File: src/rtl/alu_op_sequencer.sv
// Command sequencer for an external 8-bit ALU: owns a small register file, issues one op at a time,
// returns each result on a valid/ready response channel. Optional response counter: ALU_SEQ_OPCOUNT_EN.
module alu_op_sequencer #(
    parameter int WIDTH = 8,
    parameter int NREGS = 4
) (
    input  logic                       clk,
    input  logic                       rst_n,
    input  logic                       cmd_valid,
    output logic                       cmd_ready,
    input  logic                       cmd_load,
    input  logic [1:0]                 cmd_sel,
    input  logic [$clog2(NREGS)-1:0]   cmd_dst,
    input  logic [$clog2(NREGS)-1:0]   cmd_srca,
    input  logic [$clog2(NREGS)-1:0]   cmd_srcb,
    input  logic [WIDTH-1:0]           cmd_imm,
    output logic [WIDTH-1:0]           alu_a,
    output logic [WIDTH-1:0]           alu_b,
    output logic [1:0]                 alu_sel,
    input  logic [WIDTH-1:0]           alu_out,
    input  logic                       alu_cout,
    input  logic                       alu_zero,
`ifdef ALU_SEQ_OPCOUNT_EN
    output logic [15:0]                op_count,
`endif
    output logic                       rsp_valid,
    input  logic                       rsp_ready,
    output logic [WIDTH-1:0]           rsp_data,
    output logic                       rsp_carry,
    output logic                       rsp_zero
);

    localparam int IDXW = $clog2(NREGS);

    typedef enum logic [1:0] {
        IDLE  = 2'd0,
        ISSUE = 2'd1,
        DONE  = 2'd2
    } state_t;

    state_t            state_q, state_d;
    logic [WIDTH-1:0]  rf_q [NREGS];
    logic [WIDTH-1:0]  rf_d [NREGS];
    logic [IDXW-1:0]   dst_q, dst_d;
    logic [WIDTH-1:0]  alu_a_q, alu_a_d;
    logic [WIDTH-1:0]  alu_b_q, alu_b_d;
    logic [1:0]        alu_sel_q, alu_sel_d;
    logic [WIDTH-1:0]  rsp_data_q, rsp_data_d;
    logic              rsp_carry_q, rsp_carry_d;
    logic              rsp_zero_q, rsp_zero_d;
`ifdef ALU_SEQ_OPCOUNT_EN
    logic [15:0]       op_count_q, op_count_d;
`endif

    always_ff @(posedge clk or negedge rst_n) begin
        if (!rst_n) begin
            state_q     <= IDLE;
            for (int i = 0; i < NREGS; i++) begin
                rf_q[i] <= '0;
            end
            dst_q       <= '0;
            alu_a_q     <= '0;
            alu_b_q     <= '0;
            alu_sel_q   <= 2'b00;
            rsp_data_q  <= '0;
            rsp_carry_q <= 1'b0;
            rsp_zero_q  <= 1'b0;
`ifdef ALU_SEQ_OPCOUNT_EN
            op_count_q  <= 16'd0;
`endif
        end else begin
            state_q     <= state_d;
            for (int i = 0; i < NREGS; i++) begin
                rf_q[i] <= rf_d[i];
            end
            dst_q       <= dst_d;
            alu_a_q     <= alu_a_d;
            alu_b_q     <= alu_b_d;
            alu_sel_q   <= alu_sel_d;
            rsp_data_q  <= rsp_data_d;
            rsp_carry_q <= rsp_carry_d;
            rsp_zero_q  <= rsp_zero_d;
`ifdef ALU_SEQ_OPCOUNT_EN
            op_count_q  <= op_count_d;
`endif
        end
    end

    // Operands are sampled from the register file at the accept edge, so a destination that
    // aliases a source sees the old value and only the write-back changes it.
    always_comb begin
        state_d     = state_q;
        rf_d        = rf_q;
        dst_d       = dst_q;
        alu_a_d     = alu_a_q;
        alu_b_d     = alu_b_q;
        alu_sel_d   = alu_sel_q;
        rsp_data_d  = rsp_data_q;
        rsp_carry_d = rsp_carry_q;
        rsp_zero_d  = rsp_zero_q;
`ifdef ALU_SEQ_OPCOUNT_EN
        op_count_d  = op_count_q;
`endif
        unique case (state_q)
            IDLE: begin
                if (cmd_valid) begin
                    if (cmd_load) begin
                        rf_d[cmd_dst] = cmd_imm;
                        rsp_data_d    = cmd_imm;
                        rsp_carry_d   = 1'b0;
                        rsp_zero_d    = (cmd_imm == '0);
                        state_d       = DONE;
                    end else begin
                        alu_a_d   = rf_q[cmd_srca];
                        alu_b_d   = rf_q[cmd_srcb];
                        alu_sel_d = cmd_sel;
                        dst_d     = cmd_dst;
                        state_d   = ISSUE;
                    end
                end
            end
            ISSUE: begin
                rf_d[dst_q] = alu_out;
                rsp_data_d  = alu_out;
                rsp_carry_d = alu_cout;
                rsp_zero_d  = alu_zero;
                state_d     = DONE;
            end
            DONE: begin
                if (rsp_ready) begin
                    state_d    = IDLE;
`ifdef ALU_SEQ_OPCOUNT_EN
                    op_count_d = op_count_q + 16'd1;
`endif
                end
            end
            default: begin
                state_d = IDLE;
            end
        endcase
    end

    assign cmd_ready = (state_q == IDLE);
    assign rsp_valid = (state_q == DONE);
    assign alu_a     = alu_a_q;
    assign alu_b     = alu_b_q;
    assign alu_sel   = alu_sel_q;
    assign rsp_data  = rsp_data_q;
    assign rsp_carry = rsp_carry_q;
    assign rsp_zero  = rsp_zero_q;
`ifdef ALU_SEQ_OPCOUNT_EN
    assign op_count  = op_count_q;
`endif

endmodule

File: config.mk
export PLATFORM = sky130hd
export DESIGN_NAME = alu_op_sequencer
export DESIGN_NICKNAME = d
export VERILOG_FILES = /design/src/rtl/alu_op_sequencer.sv
export SDC_FILE = /design/constraint.sdc
export NUM_CORES = 1
export LEC_CHECK = 0
export BUFFER_PORTS_ARGS = -buffer_cell sky130_fd_sc_hd__buf_2
export CAP_MARGIN = 20
export CORE_ASPECT_RATIO = 2
export CORE_MARGIN = 4
export CORE_UTILIZATION = 45
export DETAILED_ROUTE_END_ITERATION = 16
export MAX_ROUTING_LAYER = met4
export PLACE_DENSITY = 0.67
export SLEW_MARGIN = 0
export SYNTH_ARGS = -nofsm -noshare
export SYNTH_HDL_FRONTEND = slang
export SYNTH_SLANG_ARGS = --single-unit
export TNS_END_PERCENT = 1
File: constraint.sdc
create_clock -name clk -period 2 [get_ports clk]
set_input_delay 0.4 -clock clk [delete_from_list [all_inputs] [get_ports clk]]
set_output_delay 0.4 -clock clk [all_outputs]
set_load 0.02 [all_outputs]
Word-level counts from Yosys, hierarchy flattened
Index checks and enable logic that the tools add are counted.

storage, ports and cells
  bits in registers = 64
  input bits = 31
  output and inout port bits = 30

operators by class
  order comparisons = 6
  equality and inequality tests = 5
  muxes and demuxes = 28
  bitwise gates (word level) = 5
  reduce and logical (&&, ||, !) cells = 8

operators with widths
  kind                  number
  $bwmux W32            2
  $mux W32              2
  $mux W8               8
  $pmux W32 S2          1
  $bmux W8 S2           2
  $demux W8 S2          2
  $pmux W8 S2           1
  $ge A3 B3 Y1 const B  4
  $not A2 Y3            4
  $logic_not A8 Y1      1
  $lt A3 B1 Y1 const B  2
  $mux W2               3
  $pmux W2 S3           1
  $reduce_and A3 Y1     2
  $mux W1               4
  $ne A2 B1 Y1 const B  2
  $pmux W1 S2           2
  $eq A2 B1 Y1 const B  1
  $eq A2 B2 Y1 const B  1
  $logic_and A1 B1 Y1   2
  $logic_not A2 Y1      1
  $ne A2 B2 Y1 const B  1
  $reduce_and A2 Y1     1
  $reduce_bool A2 Y1    1
  $not A1 Y1            1

Longest topological paths before layout
  depth after elaboration = 9
  gate-level depth with buffers = 6
  depth with buffers taken out = 4

Worst setup path after synthesis
No wires, ideal clock.

  path kind = input -> register
  start point = input port cmd_srcb[0]
  end point = register alu_b_q[0], in the netlist alu_b[0]
  setup time = 125 ps
  arrival time = 1,623 ps
  required time = 1,875 ps
  slack = 252 ps
  cell stages on the path = 3
  buffers on the path = 1
  cell sequence = clkbuf_1 mux4_2 mux2_2

on the way
  cells in the longest elaborated chain, start to end = 4

ends and longest elaborated chain
  what                                        RTL line  RTL
  from (decl)                                 15        input logic [$clog2(NREGS)-1:0] cmd_srcb,
  $not A2 Y3 (implied by the code)            115       alu_b_d = rf_q[cmd_srcb];
  $bmux W8 S2                                 115
  $mux W8 (implied by the code) (2 in a row)  115
  to (signal assigned)                        78        alu_b_q <= alu_b_d;
  to (decl)                                   46        logic [WIDTH-1:0] alu_b_q, alu_b_d;

Every way passes these cells. The select of a mux whose other input is x is not followed.
A chain may end at the register's enable or synchronous reset.

Worst setup path in the final report
  start point = register state_q[1]
  end point = register rf_q[3] (netlist bit)

on the way
  cells in the longest elaborated chain, start to end = 3
  elaborated cells on any way between the ends = 7
  classes of those cells = eq/ne (3); mux (1); reduce/logical (3)

ends and longest elaborated chain
  what                                                     RTL line  RTL
  from (decl)                                              41        state_t state_q, state_d;
  from (signal assigned)                                   72        state_q <= state_d;
  $logic_not A2 Y1 / $eq A2 B1 Y1 (equally long branches)  104       unique case (state_q)
  $ne A2 B1 Y1 (no line) (tied with other cells)           --
  $reduce_and A3 Y1 (no line)                              --
  to (signal, indexed assignment)                          74        rf_q[i] <= rf_d[i];
  to (decl)                                                42        logic [WIDTH-1:0] rf_q [NREGS];

Several ways; a longest one is shown, not always the timed one.

==> flow_metrics.py <==
metrics = {
    "status": {
        "status": "finished clean",
    },
    "floorplanning": {
        "die-area_um2": 8560,
        "coreArea_um2": 6890,
        "die_w_um": 67.5,
        "die_y_um": 127,
        "fp-row-count": 43,
        "io_pins": 61,
        "start_util": 0.462,
    },
    "synthesis": {
        "synth.area.mux_share": 0.184,
        "ys_seq_elements": 64,
        "avgSynthCellArea_um2": 13.2,
        "synthTopCellsByArea": "dfrtp_1 50%, mux4_2 11%, o2bb2ai_1 8.8%",
        "synth_largest_area_cell": "dfrtp_1",
        "yosys.area.top_type_share": 0.503,
        "synthAdderAreaFrac": 0,
        "synth_top_family_by_area": "compound AO/OA/AOI/OAI gates",
        "ys_warn_count": 0,
        "synth_common_cells": "64 x dfrtp_1, 32 x a22oi_1, 32 x o2bb2ai_1",
        "synth_cell_types": 31,
        "netlist_area_um2": 3180,
        "synth_ff_type": "dfrtp_1",
        "synth_compound_area_frac": 0.201,
        "async_flop_share": 1.00,
        "synthXorXnorAreaFrac": 0,
        "synth-simple-area-share": 0.0838,
        "synth_most_common_cell": "dfrtp_1",
        "synthCells": 241,
        "synth_edf_count": 0,
        "synth_fp_nets": 272,
        "synth-seq-area-share": 0.503,
    },
    "critical_path": {
        "crit_required_ns": 2.21,
        "start_kind": "flip-flop",
        "crit_path_max_fanout": 9,
        "critical_path_class": "flip-flop to flip-flop",
        "reg2reg_slack_ns": 0.13,
        "reg2reg_depth": 4,
        "r2r_start": "state_q[1]",
        "r2r_end": "rf_q[3]",
        "worst_ep_arrival_time_ns": 2.08,
        "end_kind": "flip-flop",
    },
    "global_routing": {
        "grt_max_degree": 46,
        "grt_usage": 0.212,
        "first_global_vias": 2514,
        "grt_pass1_wl_um": 13000,
        "antenna_found_initial": 0,
        "overflow": 0,
    },
    "timing": {
        "rsz0062_at_grt": "no",
        "hold_violations": 0,
        "setup_viol": 0,
        "fin_crit_ns": 1.87,
        "period_share": 0.936,
        "fmax_ghz": 0.534,
        "fin_skew_ns": 0.00480,
        "drv_slew": 0,
        "worstMarginPinSlew_ns": 0.633,
        "fin_tns_setup_ns": 0,
        "max_slew_margin": 0.576,
    },
    "layout": {
        "drive_gt1_frac": 0.433,
        "n_antenna_cell": 0,
        "nets": 338,
        "syn_to_final_growth_pct": 24.7,
    },
    "min_path": {
        "hold_path_end": "state_q[1]",
        "min_path_type": "primary input to flip-flop",
        "min_path_cells": 2,
        "min_from": "rsp_ready",
    },
    "clock_network": {
        "numCtsBuffers": 9,
        "cts_tree": "done",
        "worstSkewPairLatency_ns": 0.33,
        "cts_max_path_buffers": 2,
        "clk_pin_slew_worst_paths_ns": 0.05,
        "htreeDepth": 3,
        "cts-root-buf": "clkbuf_16",
        "numClockSinks": 64,
    },
    "routing": {
        "first_pass_iters": 5,
        "remaining_drc_errors": 0,
        "wl_um": 7950,
        "wl_met1_um": 2960,
        "route.met2.wl_um": 4370,
        "vias": 2442,
        "vias_per_cell": 6.07,
        "drt-initial-drc-count": 116,
        "ant_nets": 0,
        "avgRoutedWirePerCell_um": 19.8,
        "met3_length_um": 365,
        "top_layer": "met4",
    },
    "placed_design": {
        "gp_congestion": 0.806,
        "hpwlAfterDp_um": 6050,
        "numPortBuffers": 60,
    },
    "pwr": {
        "p_per_area_nw_per_um2": 1420,
        "finalPower_mw": 5.64,
        "vdd_drop_max_uv": 756,
        "power.leakage_nw": 1.69,
    },
    "run": {
        "max_cap_violations": 0,
    },
}
==> cells by family after synthesis <==
| family | count (synthesis) |
|---|---|
| buf+inv | 17 |
| mux | 36 |
| flops | 64 |
| simple gates | 42 |
| compound gates | 82 |
==> power breakdown <==
part           total, mW  internal [mW]  switching [mW]
clock               1.64           1.10           0.544
combinational       1.73          0.903           0.825
sequential          2.28           1.85           0.425
==> registers in the layout, summed over array words and instances, names as in the netlist <==
name       flops
alu_a          8
alu_b          8
alu_sel        2
dst_q          2
rf_q          32
rsp_carry      1
rsp_data       8
rsp_zero       1
state_q        2
==> worst max-delay path by stage <==
stage | start | endpoint | cells after the start
after floorplan | cmd_srcb[0] | alu_b[0] | 3
final | state_q[1] | rf_q[3] | 4
after CTS | state_q[1] | rf_q[3] | 4
after detailed placement | state_q[0] | rf_q[7] | 4
after global routing | state_q[0] | rf_q[7] | 4
after global placement | state_q[1] | rf_q[2] | 4
==> worst max-delay path, cell delays in order, from the launching register on <==
cell and delay (ns):
dfrtp_1 0.54, nand2b_1 0.38, and3_1 0.51, o21ai_4 0.16, o2bb2ai_1 0.16
==> repair_timing <==
| item | CTS | global route |
|---|---|---|
| gates resized for setup | 0 | 1 |
| setup buffers | 0 | 0 |
| endpoints found under the hold margin | 1 | 0 |
| hold buffers | 1 | 0 |
| setup endpoints to repair | 0 | 8 |
==> per-stage QoR <==
stage / setup slack, ns / util / std cells / hold slack (ns) / area, um^2
floorplan: 0.252 / - / 241 / 0.104 / 3180
finish: 0.128 / 0.576 / 402 / 0.275 / 3970
CTS: 0.0784 / 0.575 / 402 / 0.273 / 3960
global placement: 0.132 / 0.527 / 385 / 0.204 / 3630
detailed placement: 0.0951 / 0.527 / 385 / 0.209 / 3630
global route: 0.0149 / 0.576 / 402 / 0.290 / 3970
==> metal layers <==
metal  vias to the layer above  GRT usage
met2                        84      0.349
met4                         0      0.103
met3                        20     0.0425
li1                       1096          -
met1                      1242      0.239
met5                         -          -
==> layout by cell type, fill, tap and decap left out, types with 2 or more instances in the layout <==
cell,synthesis,final
mux4_2,16,16
mux2_2,20,20
nand2_1,15,15
clkbuf_16,0,9
a22oi_1,32,32
buf_12,0,3
o21ai_0,2,2
nor3b_2,3,3
dfrtp_1,64,64
o21ai_2,4,3
a21oi_1,4,4
buf_4,1,7
nand2b_1,2,2
and3_1,2,2
clkbuf_8,0,4
nor4_1,2,2
buf_2,6,60
a31oi_1,7,7
nor2_1,9,9
o2bb2ai_1,32,32
==> layout make-up <==
cell class                      instances  area (um^2)
Sequential cell                        64         1600
Multi-Input combinational cell        160         1510
Clock buffer                           14          284
Fill cell                             614         2920
Inverter                                1         3.75
Tap cell                               90          113
Clock inverter                          2         35.0
Timing Repair Buffer                   71          423
Power figures use the tool's default switching activity.
